**src/rtl/cm3_arb_pkg.sv**
```systemverilog
// Shared AHB encodings, beat counter sizing and FSM states for cm3 output-stage arbiters.
package cm3_arb_pkg;

  localparam int unsigned BEAT_CNT_W = 4;
  localparam int unsigned HTRANS_W   = 2;
  localparam int unsigned HBURST_W   = 3;

  localparam logic [HTRANS_W-1:0] HTRANS_IDLE   = 2'b00;
  localparam logic [HTRANS_W-1:0] HTRANS_BUSY   = 2'b01;
  localparam logic [HTRANS_W-1:0] HTRANS_NONSEQ = 2'b10;
  localparam logic [HTRANS_W-1:0] HTRANS_SEQ    = 2'b11;

  localparam logic [HBURST_W-1:0] HBURST_SINGLE = 3'b000;
  localparam logic [HBURST_W-1:0] HBURST_INCR   = 3'b001;
  localparam logic [HBURST_W-1:0] HBURST_WRAP4  = 3'b010;
  localparam logic [HBURST_W-1:0] HBURST_INCR4  = 3'b011;
  localparam logic [HBURST_W-1:0] HBURST_WRAP8  = 3'b100;
  localparam logic [HBURST_W-1:0] HBURST_INCR8  = 3'b101;
  localparam logic [HBURST_W-1:0] HBURST_WRAP16 = 3'b110;
  localparam logic [HBURST_W-1:0] HBURST_INCR16 = 3'b111;

  typedef enum logic {
    ST_IDLE  = 1'b0,
    ST_GRANT = 1'b1
  } arb_state_t;

  // Beats remaining after the NONSEQ beat of a fixed-length burst; 0 for SINGLE/INCR.
  function automatic logic [BEAT_CNT_W-1:0] beats_for_burst(input logic [HBURST_W-1:0] hburst);
    logic [BEAT_CNT_W-1:0] beats;
    beats = '0;
    case (hburst)
      HBURST_WRAP4,  HBURST_INCR4:  beats = 4'd3;
      HBURST_WRAP8,  HBURST_INCR8:  beats = 4'd7;
      HBURST_WRAP16, HBURST_INCR16: beats = 4'd15;
      default:                      beats = '0;
    endcase
    return beats;
  endfunction

endpackage

```
**src/rtl/cm3_rr_pick.sv**
```systemverilog
// Combinational round-robin picker: rotate past last_grant, priority-encode, un-rotate.
module cm3_rr_pick #(
  parameter int unsigned NUM_PORTS  = 4,
  parameter int unsigned PORT_IDX_W = (NUM_PORTS > 1) ? $clog2(NUM_PORTS) : 1
) (
  input  logic [NUM_PORTS-1:0]  req,
  input  logic [PORT_IDX_W-1:0] last_grant,
  output logic [PORT_IDX_W-1:0] winner,
  output logic                  any_req
);

  logic [NUM_PORTS-1:0] rot;
  logic                 found;
  int unsigned          off;
  int unsigned          idx;

  always_comb begin
    rot   = '0;
    found = 1'b0;
    off   = 0;
    idx   = 0;
    // rot[0] is the port just after last_grant
    for (int unsigned i = 0; i < NUM_PORTS; i++) begin
      idx = (32'(last_grant) + 32'd1 + i) % NUM_PORTS;
      rot[PORT_IDX_W'(i)] = req[PORT_IDX_W'(idx)];
    end
    for (int unsigned i = 0; i < NUM_PORTS; i++) begin
      if (!found && rot[PORT_IDX_W'(i)]) begin
        found = 1'b1;
        off   = i;
      end
    end
    winner  = PORT_IDX_W'((32'(last_grant) + 32'd1 + off) % NUM_PORTS);
    any_req = |req;
  end

endmodule

```
**src/rtl/cm3_burst_rr_arb.sv**
```systemverilog
// Burst- and lock-aware round-robin arbiter selecting which input port drives the shared slave.
module cm3_burst_rr_arb
  import cm3_arb_pkg::*;
#(
  parameter int unsigned NUM_PORTS  = 4,
  parameter int unsigned PORT_IDX_W = (NUM_PORTS > 1) ? $clog2(NUM_PORTS) : 1
) (
  input  logic                  HCLK,
  input  logic                  HRESETn,
  input  logic [NUM_PORTS-1:0]  req,
  input  logic                  HREADYM,
  input  logic                  HSELM,
  input  logic [HTRANS_W-1:0]   HTRANSM,
  input  logic [HBURST_W-1:0]   HBURSTM,
  input  logic                  HMASTLOCKM,
  output logic [PORT_IDX_W-1:0] addr_in_port,
  output logic                  no_port
);

  arb_state_t              state, state_nxt;
  logic [PORT_IDX_W-1:0]   addr_nxt;
  logic                    no_port_nxt;
  logic [PORT_IDX_W-1:0]   last_grant, last_grant_nxt;
  logic [BEAT_CNT_W-1:0]   beat_cnt, beat_cnt_nxt;
  logic                    hold;
  logic [PORT_IDX_W-1:0]   winner;
  logic                    any_req;

  cm3_rr_pick #(
    .NUM_PORTS  (NUM_PORTS),
    .PORT_IDX_W (PORT_IDX_W)
  ) u_pick (
    .req        (req),
    .last_grant (last_grant),
    .winner     (winner),
    .any_req    (any_req)
  );

  // State and registered outputs; everything freezes while the slave stalls.
  always_ff @(posedge HCLK or negedge HRESETn) begin
    if (!HRESETn) begin
      state        <= ST_IDLE;
      addr_in_port <= '0;
      no_port      <= 1'b1;
      last_grant   <= PORT_IDX_W'(NUM_PORTS - 1);
      beat_cnt     <= '0;
    end else if (HREADYM) begin
      state        <= state_nxt;
      addr_in_port <= addr_nxt;
      no_port      <= no_port_nxt;
      last_grant   <= last_grant_nxt;
      beat_cnt     <= beat_cnt_nxt;
    end
  end

  always_comb begin
    state_nxt      = state;
    addr_nxt       = addr_in_port;
    no_port_nxt    = no_port;
    last_grant_nxt = last_grant;
    beat_cnt_nxt   = beat_cnt;
    hold           = 1'b0;

    // Remaining-beat tracking; IDLE or deselect ends a burst early
    if (!HSELM || HTRANSM == HTRANS_IDLE) begin
      beat_cnt_nxt = '0;
    end else if (HTRANSM == HTRANS_NONSEQ) begin
      beat_cnt_nxt = beats_for_burst(HBURSTM);
    end else if (HTRANSM == HTRANS_SEQ) begin
      beat_cnt_nxt = (beat_cnt != '0) ? beat_cnt - 4'd1 : '0;
    end

    hold = HMASTLOCKM | (beat_cnt_nxt != '0) | ((HTRANSM == HTRANS_BUSY) & HSELM);

    case (state)
      ST_IDLE: begin
        if (any_req) begin
          state_nxt      = ST_GRANT;
          addr_nxt       = winner;
          no_port_nxt    = 1'b0;
          last_grant_nxt = winner;
        end
      end
      ST_GRANT: begin
        if (!hold) begin
          if (any_req) begin
            addr_nxt       = winner;
            last_grant_nxt = winner;
          end else begin
            state_nxt   = ST_IDLE;
            no_port_nxt = 1'b1;
          end
        end
      end
      default: begin
        state_nxt   = ST_IDLE;
        no_port_nxt = 1'b1;
      end
    endcase
  end

  a_port_in_range : assert property (@(posedge HCLK) disable iff (!HRESETn)
    32'(addr_in_port) < NUM_PORTS);

endmodule

```
**config.mk**
```make
export PLATFORM = sky130hd
export DESIGN_NAME = cm3_burst_rr_arb
export DESIGN_NICKNAME = d
export VERILOG_FILES = /design/src/rtl/cm3_arb_pkg.sv /design/src/rtl/cm3_rr_pick.sv /design/src/rtl/cm3_burst_rr_arb.sv
export SDC_FILE = /design/constraint.sdc
export NUM_CORES = 1
export LEC_CHECK = 0
export ABC_CLOCK_PERIOD_IN_PS = 1900
export BUFFER_PORTS_ARGS = -buffer_cell sky130_fd_sc_hd__buf_2
export CAP_MARGIN = 20
export CELL_PAD_IN_SITES_DETAIL_PLACEMENT = 1
export CELL_PAD_IN_SITES_GLOBAL_PLACEMENT = 2
export CORE_MARGIN = 4
export CORE_UTILIZATION = 27
export CTS_CLUSTER_DIAMETER = 30
export CTS_CLUSTER_SIZE = 30
export DETAILED_ROUTE_END_ITERATION = 12
export HOLD_SLACK_MARGIN = 0.02
export PLACE_DENSITY_LB_ADDON = 0.1
export SLEW_MARGIN = 5
export SYNTH_ARGS = -nofsm -noshare
export SYNTH_HDL_FRONTEND = slang
export SYNTH_SLANG_ARGS = --single-unit
```
**constraint.sdc**
```tcl
create_clock -name HCLK -period 1.9 [get_ports HCLK]
set_input_delay 0.285 -clock HCLK [delete_from_list [all_inputs] [get_ports HCLK]]
set_output_delay 0.285 -clock HCLK [all_outputs]
set_load 0.005 [all_outputs]
```
==> results.toml, run 1 <==
[drt]
final_antenna_net_count = 0
wire_per_inst_um = 14.0
drt_iter0_drc = 13
viasPerCell = 5.02
drc_errors = 0
drt_wl_total_um = 2240
via_count = 803
firstDrtPassIters = 4

[power_and_ir_drop]
power_density_mw_per_mm2 = 965
p_leak_nw = 0.537
ir_drop_mv = 0.662
pwr-share-clk_pct = 17.0
switching_power_mw = 0.390
power.internal_mw = 0.741
combPwrFrac_pct = 52.1
switching_share_pct = 34.5
power_frac_seq_pct = 30.9
finalPower_mw = 1.13

[sta]
setup_viol = 4
finalCritPeriodShare_pct = 108
tns_ns = -0.559
max_freq_mhz = 486
hold_viol = 0
finClkSkew_ns = 0.00155
slew_headroom_pct = 78.4
slew_violations = 0
rsz0062_at_grt = "true"
fin_crit_ns = 2.06
final.setup.worst_slack_ns = -0.158
worstMarginPinSlew_ns = 0.323

[finish]
fill_cells = 333
n_antenna_cell = 0
final_nets = 146
drive_gt1_share_pct = 48.8
final_util_pct = 42.5
area_growth_pct = 50.2
fin_area_mm2 = 0.00117

[critical_path]
crit_path_max_fanout = 4
r2r-end = "addr_in_port[1]$_DFFE_PN0P_"
cp.arrival_ns = 2.21
timing.rr.start = "beat_cnt[2]$_DFFE_PN0P_"
path_class = "reg -> reg"
worstSetupEndpointType = "flop"
reg2reg_slack_ns = -0.16
r2r_cells = 6
crit_path_end = "addr_in_port[1]$_DFFE_PN0P_"
critPathRequiredTime_ns = 2.05
worstSetupStartpointType = "flop"
startpoint = "beat_cnt[2]$_DFFE_PN0P_"

[placement]
place.gp.congestion = 0.765
numPortBuffers = 15
place_hpwl_um = 1760
dpl-instance-area_mm2 = 0.00102
pre_cts_slack_ns = -0.193

[synth]
netlist_instances = 91
syn-num-nets = 107
yosysSeqAreaShare_pct = 32.5
synth_cell_types = 35
ys_seq_elements = 10
synth.avg_cell_area_um2 = 8.58
netlist_area_um2 = 781
ys.warnings.count = 0

[job]
maxCapViolCount = 0

[floorplanning]
die_w_um = 61.8
rows = 19
start_util_pct = 28.3
io_pins = 17
die_h_um = 61.8
fp.coreArea_mm2 = 0.00276
dieArea_mm2 = 0.00382

[global_route]
antenna_found_initial = 0
grt_first_pass_wirelength_um = 3700
grt_max_degree = 11
gr-total-overflow = 0
track_usage_pct = 12.9
grt_pass1_vias = 845

[cts]
clk_path_buf_depth = 2
htreeDepth = 1
cts_root_buffer = "clkbuf_4"
cts_buffers = 3
cts_tree = "built"
clock_latency_ns = 0.26
cts.sinks = 10
clkTransAtPathRegs_ns = 0.07

[status]
violations = "negative setup slack"
outcome = "finished with violations"

[hold_path]
hp-class = "in -> reg"
holdCritStartpoint = "HREADYM"
registers in the layout, indices dropped and copies added, names as in the netlist:
name / flops
addr_in_port: 2
no_port: 1
state: 1
beat_cnt: 4
last_grant: 2
metrics by stage:
step	instances	hold WS, ns
final	160	0.326
after global routing	160	0.334
after CTS	157	0.315
after detailed placement	151	0.152
after global placement	151	0.154
after floorplan	91	-0.0106
critical path, cell delays in order, from the launching register on:
cell and delay, ns:
dfrtp_1 0.39, and4bb_1 0.23, a211o_1 0.32, a311oi_4 0.34
nor4b_4 0.10, o21ai_4 0.23, mux2_4 0.33
Yosys cell counts:
cell	instances	area, µm²
mux2i_1	1	10.0
a32oi_1	1	8.76
nor3_1	4	20.0
ha_1	2	25.0
dfrtp_1	7	175
nand3_1	1	5.00
a21o_1	2	15.0
nor2b_1	2	12.5
a211oi_1	1	7.51
mux2_2	4	45.0
a31oi_1	2	12.5
xnor2_1	3	26.3
buf_4	1	7.51
mux2_1	1	11.3
dfstp_2	3	78.8
nor4b_2	1	15.0
and4bb_1	1	12.5
nor4_1	1	6.26
o21ai_4	1	16.3
inv_1	8	30.0
nand2_1	6	22.5
nand2b_1	2	12.5
clkbuf_1	3	11.3
buf_6	1	11.3
a21bo_2	1	10.0
a211o_1	1	8.76
o32ai_1	1	8.76
buf_1	1	3.75
o311ai_0	1	8.76
and4_1	1	8.76
a21oi_1	9	45.0
nor2_1	8	30.0
o311ai_1	1	8.76
o21ai_0	7	35.0
a311oi_2	1	15.0
cell usage in the layout (no fill, tap or decap), types with 3 or more instances in the layout:
cell and n:
buf_4 24, a21oi_1 9, o21ai_0 5, nand2_1 6, inv_1 6, nor2_1 8
dfrtp_1 7, dfstp_2 3, mux2_4 3, clkbuf_4 3, nor3_1 4, buf_2 15
metal layers:
layer | wire, µm | GRT usage [%]
met5 | 0 | 0
met4 | 21 | 4.55
met3 | 78 | 1.86
met2 | 1130 | 21.7
met1 | 1010 | 17.0
final cells by class:
type	count	area, µm²	share of cell area (%)
multi-input combinational	67	548	46.7
timing repair buffer	40	265	22.6
sequential	10	254	21.7
tap	31	38.8	3.31
clock buffer	4	36.3	3.09
inverter	8	30.0	2.56
power by group through the flow:
stage | Combinational [mW] | Sequential [mW] | Clock [mW]
6_report | 0.589 | 0.350 | 0.192
5_1_grt | 0.648 | 0.361 | 0.214
4_1_cts | 0.499 | 0.348 | 0.203
3_5_place_dp | 0.479 | 0.351 | 0
3_3_place_gp | 0.461 | 0.345 | 0
2_1_floorplan | 0.365 | 0.317 | 0
kinds of logic (layout without fill, tap and decap cells):
| kind of cell | count (synthesis) | in the layout | share of synthesized area [%] |
|---|---|---|---|
| xor gates and xnor gates | 3 | 3 | 3.37 |
| AOI/OAI and AO/OA | 29 | 29 | 25.6 |
| adders and majority gates | 2 | 2 | 3.20 |
| and+or+nand+nor | 27 | 27 | 18.6 |
| muxes | 6 | 6 | 8.49 |
| DFF | 10 | 10 | 32.5 |
| buffers and inverters | 14 | 52 | 8.17 |
how the worst min path moves through the flow:
stage / cells after the start / slack, ns / endpoint
2_1_floorplan: 0 / -0.01 / addr_in_port[0]$_DFFE_PN0P_
3_3_place_gp: 1 / 0.15 / addr_in_port[0]$_DFFE_PN0P_
3_5_place_dp: 1 / 0.15 / addr_in_port[0]$_DFFE_PN0P_
4_1_cts: 2 / 0.31 / beat_cnt[0]$_DFFE_PN0P_
5_1_grt: 2 / 0.33 / beat_cnt[2]$_DFFE_PN0P_
6_report: 2 / 0.33 / beat_cnt[0]$_DFFE_PN0P_
what timing repair did:
item,in CTS,in global routing
hold buffers,1,0
resized for setup,3,12
endpoints found under the setup margin,6,6
hold endpoints to repair,7,0
setup buffers,1,3
pin swaps,1,12
Note: power is estimated with default switching activity, not from simulation.
==> inputs of run 2 (changes only) <==
Settings changed: ABC_AREA from default to 1, CORE_UTILIZATION 27 to 26, REMOVE_ABC_BUFFERS from default to 1.
==> run 2 against run 1 <==
Compared with the run above: the flow still finishes with violations (negative setup slack); maximum frequency grew 1.4%; clock-buffer cell count stayed put; wire length grew 8.4%; global-route usage down 0.43 points; power is 24% higher; non-clock buffer count down 16; sequential share of layout area decreased by 0.23 points.
==> results.toml, run 2 <==
[status]
outcome = "finished with violations"
violations = "negative setup slack"

[placement]
numPortBuffers = 15
place.gp.congestion = 0.755
place_hpwl_um = 1950
dp_cells = 197

[synth]
ys_seq_elements = 10
yosysSeqAreaShare_pct = 28.7
synthArstFlopShare_pct = 100
synth-edff-count = 0
synth_area_leaders = "dfrtp_1 20%, nand2_1 15%, dfstp_2 8.9%"
synth.most_common_cell = "nand2_1"
synthTopCellsByCount = "36 x nand2_1, 18 x inv_1, 15 x nand3_1, 10 x nor2_1, 9 x o21ai_0"
netlist_instances = 135
synth_top_area_share_pct = 19.8
synth.avg_cell_area_um2 = 6.55
ys.warnings.count = 0
synth_cell_types = 23
netlist_area_um2 = 885
synth_flop_cell = "dfrtp_1"
yosysTopAreaCell = "dfrtp_1"

[drt]
wire_per_inst_um = 11.8
via_count = 923
firstDrtPassIters = 4
final_antenna_net_count = 0
viasPerCell = 4.50
drt_wl_total_um = 2430
drc_errors = 0
drt_iter0_drc = 15

[critical_path]
worstSetupEndpointType = "flop"
crit_path_max_fanout = 4
path_class = "reg -> reg"
worstSetupStartpointType = "flop"
critPathRequiredTime_ns = 2.06
cp.arrival_ns = 2.19

[finish]
drive_gt1_share_pct = 37.9
final_common_cell = "nand2_1"
fill_cells = 412
final_util_pct = 37.6
n_antenna_cell = 0
largest_reg_flops = 4
layout_common_cells = "34 x nand2_1, 16 x inv_1, 15 x nand3_1, 15 x buf_2, 10 x nor2_1"
area_growth_pct = 33.9
largest-register = "beat_cnt"
reg_top3 = "beat_cnt: 4 flops, addr_in_port: 2 flops, last_grant: 2 flops"
final_nets = 178
stdcell_count = 205

[power_and_ir_drop]
p_leak_nw = 0.628
power_density_mw_per_mm2 = 1180
ir_drop_mv = 0.536

[global_route]
grt_first_pass_wirelength_um = 4270
gr-total-overflow = 0
grt_max_degree = 11
track_usage_pct = 12.5
antenna_found_initial = 0
grt_pass1_vias = 996

[floorplanning]
die_w_um = 66.3
start_util_pct = 28.1
dieArea_mm2 = 0.00440
rows = 20
die_h_um = 66.3
fp.coreArea_mm2 = 0.00315
io_pins = 17

[sta]
slew_headroom_pct = 76.5
finClkSkew_ns = 0.00213
fin_crit_ns = 2.03
worstMarginPinSlew_ns = 0.350
slew_violations = 0
rsz0062_at_grt = "true"
max_freq_mhz = 493
setup_viol = 2
hold_viol = 0
finalCritPeriodShare_pct = 107
final.setup.worst_slack_ns = -0.130
tns_ns = -0.212

[cts]
clock_latency_ns = 0.27
clk_path_buf_depth = 2
cts.sinks = 10
cts_buffers = 3
cts_root_buffer = "clkbuf_4"
htreeDepth = 1
cts_tree = "built"
clkTransAtPathRegs_ns = 0.07

[job]
maxCapViolCount = 0

[hold_path]
hp-class = "in -> reg"
==> run 2: critical path, stage by stage, from the launching register on <==
cell     delay [ns]
dfstp_2        0.58
buf_6          0.13
xor2_4         0.20
nand2_2        0.10
o21ai_2        0.09
a21oi_2        0.07
nor2_1         0.09
ha_1           0.16
xor2_1         0.16
xor2_1         0.16
inv_1          0.07
nand2_2        0.07
nand2_1        0.05
==> run 2: repair_timing <==
action / in CTS / in global routing
endpoints found under the hold margin: 7 / 0
buffers inserted: 3 / 0
pin swaps: 2 / 3
endpoints found under the setup margin: 2 / 5
hold buffers: 1 / 0
gates resized for setup: 15 / 11
==> run 2: kinds of logic (layout without fill, tap and decap cells) <==
kind of cell | after synthesis | after routing | synth area share (%)
flip-flops | 10 | 10 | 28.7
AO/OA/AOI/OAI | 19 | 19 | 12.2
adder cells (fa/ha/maj) | 2 | 2 | 2.83
buffers and inverters | 25 | 51 | 11.9
AND/OR/NAND/NOR | 75 | 75 | 39.6
XOR/XNOR | 4 | 4 | 4.81
==> run 2: power breakdown <==
group	switching, mW	internal [mW]
Clock	0.0746	0.116
Sequential	0.0581	0.287
Combinational	0.453	0.414
==> run 2: layout make-up <==
class,instances,area (µm²),share of cell area [%]
sequential,10,254,21.4
timing repair buffer,24,169,14.3
clock buffer,4,36.3,3.06
inverter,23,86.3,7.29
multi-input combinational,100,584,49.3
tap,44,55.1,4.65
==> run 2: metal layers <==
metal	track usage, %	share of wire (%)	vias up
met5	0	0	-
met1	15.9	48	426
met3	3.23	3.0	2
met4	4.06	0.62	0
met2	20.4	48	13
li1	-	-	482
==> run 2: path summary, 6_finish.rpt <==
check,slack (ns),depth (start not counted),end,startpoint
worst min-delay path,0.27,2,state$_DFFE_PN0P_,HREADYM
max in group asynchronous,1.25,2,no_port$_DFFE_PN1P_,HRESETn
worst max register to register,-0.13,12,addr_in_port[1]$_DFFE_PN0P_,last_grant[0]$_DFFE_PN1P_
worst max-delay path,-0.13,12,addr_in_port[1]$_DFFE_PN0P_,last_grant[0]$_DFFE_PN1P_
worst min register to register,0.46,2,no_port$_DFFE_PN1P_,no_port$_DFFE_PN1P_
min in group asynchronous,0.39,2,beat_cnt[1]$_DFFE_PN0P_,HRESETn
==> run 2: through the flow <==
stage / cell area [µm²] / setup WS (ns) / hold slack (ns) / power [mW]
floorplan: 866 / -0.00452 / -0.0106 / 0.774
global placement: 1030 / -0.137 / 0.160 / 0.973
detailed placement: 1030 / -0.147 / 0.160 / 0.990
CTS: 1150 / -0.0961 / 0.254 / 1.36
global route: 1180 / -0.257 / 0.279 / 1.54
finish: 1180 / -0.130 / 0.266 / 1.40
==> inputs of run 3 (changes only) <==
Settings changed: ABC_CLOCK_PERIOD_IN_PS 1900 to 2200, CORE_UTILIZATION 26 to 29.
Clock period 1.9 ns to 2.2 ns, I/O delays scaled along.
==> run 3 against run 2 <==
Compared with the run above: the run now ends clean; global-route usage shrank 0.79 points; via count shrank 3.7%; maximum frequency shrank 0.89%; core utilization grew 1.1 points; hold slack gained 0.050 ns; critical path type unchanged; critical endpoint unchanged.
==> results.toml, run 3 (same netlist as run 2, synthesis figures left out) <==
[sta]
hold_viol = 0
tns_ns = 0
finalCritPeriodShare_pct = 93.1
worstMarginPinSlew_ns = 0.544
slew_headroom_pct = 63.4
setup_viol = 0
fin_crit_ns = 2.05
slew_violations = 0
final.setup.worst_slack_ns = 0.152
max_freq_mhz = 488
finClkSkew_ns = 0.00175

[placement]
place_hpwl_um = 1800
place.gp.congestion = 0.785
pre_cts_slack_ns = 0.0688
numPortBuffers = 15
dp_cells = 180

[drt]
final_antenna_net_count = 0
wire_per_inst_um = 11.8
viasPerCell = 4.68
drc_errors = 0
drt_iter0_drc = 31
drt_wl_total_um = 2230
firstDrtPassIters = 3
via_count = 889

[global_route]
grt_first_pass_wirelength_um = 3880
grt_max_degree = 12
gr-total-overflow = 0
grt_pass1_vias = 867
track_usage_pct = 11.7
antenna_found_initial = 0

[cts]
clkTransAtPathRegs_ns = 0.07
clk_path_buf_depth = 2
cts_root_buffer = "clkbuf_4"
cts_buffers = 3
clock_latency_ns = 0.26
htreeDepth = 1
cts_tree = "built"
cts.sinks = 10

[finish]
drive_gt1_share_pct = 30.8
area_growth_pct = 23.6
final_nets = 176
stdcell_count = 190
final_common_cell = "nand2_1"
largest-register = "beat_cnt"
fill_cells = 362
layout_common_cells = "36 x nand2_1, 18 x inv_1, 15 x nand3_1, 15 x buf_2, 10 x nor2_1"
n_antenna_cell = 0
reg_top3 = "beat_cnt: 4 flops, addr_in_port: 2 flops, last_grant: 2 flops"
largest_reg_flops = 4

[critical_path]
slowest_stage = "dfstp_2"
worstSetupEndpointType = "flop"
critPathRequiredTime_ns = 2.35
path_cells = "buf_4 > xor2_4 > nand2_1 > o21ai_2 > a21oi_1 > nor2_1 > ha_1 > xor2_1 > xor2_1 > inv_1 > nand2_2 > nand2_1"
crit_path_max_fanout = 5
path_class = "reg -> reg"
worstSetupStartpointType = "flop"
cp.arrival_ns = 2.20
slowest_delay_ns = 0.57

[floorplanning]
die_h_um = 63.2
fp.coreArea_mm2 = 0.00283
dieArea_mm2 = 0.00400
start_util_pct = 31.3
rows = 19
die_w_um = 63.2
io_pins = 17

[power_and_ir_drop]
ir_drop_mv = 0.531
power_density_mw_per_mm2 = 1010
p_leak_nw = 0.602

[hold_path]
hp-class = "in -> reg"

[status]
outcome = "finished, final reports clean"

[job]
maxCapViolCount = 0
==> run 3: changes by cell type in the layout (fill, tap and decap cells not counted), moves of 2 or more <==
cell,before,now
buf_4,4,6
inv_2,7,5
o21ai_2,7,3
buf_6,3,0
inv_1,16,18
nand2_1,34,36
nand2_2,7,5
o21ai_1,2,5
==> run 3: report_power, final <==
part	internal (mW)	total, mW	switching, mW
registers	0.248	0.303	0.0550
logic	0.290	0.636	0.346
clock network	0.100	0.161	0.0607
total	0.638	1.10	0.462
==> run 3: path summary, 6_finish.rpt <==
check	startpoint	to	slack [ns]	depth (start not counted)
worst max-delay path	last_grant[0]$_DFFE_PN1P_	addr_in_port[1]$_DFFE_PN0P_	0.15	12
min in group asynchronous	HRESETn	addr_in_port[1]$_DFFE_PN0P_	0.46	2
worst max register to register	last_grant[0]$_DFFE_PN1P_	addr_in_port[1]$_DFFE_PN0P_	0.15	12
worst min register to register	no_port$_DFFE_PN1P_	no_port$_DFFE_PN1P_	0.47	2
worst min-delay path	HREADYM	state$_DFFE_PN0P_	0.32	2
max in group asynchronous	HRESETn	no_port$_DFFE_PN1P_	1.49	2
==> run 3: worst max-delay path: cells and delay by family (launching register included) <==
family / cells / cell delay (ns)
AOI/OAI and AO/OA: 2 / 0.16
xor gates and xnor gates: 3 / 0.50
adders and majority gates: 1 / 0.17
buffers and inverters: 2 / 0.22
DFF: 1 / 0.57
and+or+nand+nor: 4 / 0.31
==> run 3: layer usage <==
| metal | GRT usage (%) | wire length [µm] | vias to the layer above |
|---|---|---|---|
| met3 | 3.02 | 68 | 0 |
| li1 | - | - | 480 |
| met2 | 18.3 | 959 | 11 |
| met5 | 0 | 0 | - |
| met4 | 0.809 | 0 | 0 |
| met1 | 16.9 | 1210 | 398 |
==> run 3: metrics by stage <==
stage	cell area (µm²)	power, mW	hold WS [ns]	util (%)
6_report	1090	1.10	0.317	38.7
5_1_grt	1090	1.23	0.325	38.7
4_1_cts	1030	0.993	0.308	36.5
3_5_place_dp	987	0.823	0.203	34.9
3_3_place_gp	987	0.802	0.203	34.9
2_1_floorplan	866	0.668	0.0344	-
==> run 3: final cells by class <==
class | count | area, µm² | area share, %
multi-input cells | 100 | 548 | 50.1
repair buffers | 22 | 130 | 11.9
flip-flops and latches | 10 | 254 | 23.2
inverters | 23 | 86.3 | 7.89
clock buffers | 4 | 36.3 | 3.32
well taps | 31 | 38.8 | 3.55
==> run 3: what timing repair did <==
action                     4_1_cts  5_1_grt
setup endpoints to repair        0        2
hold endpoints to repair         7        0
hold buffers                     1        0
buffers inserted                 0        5
resized for setup                0       11
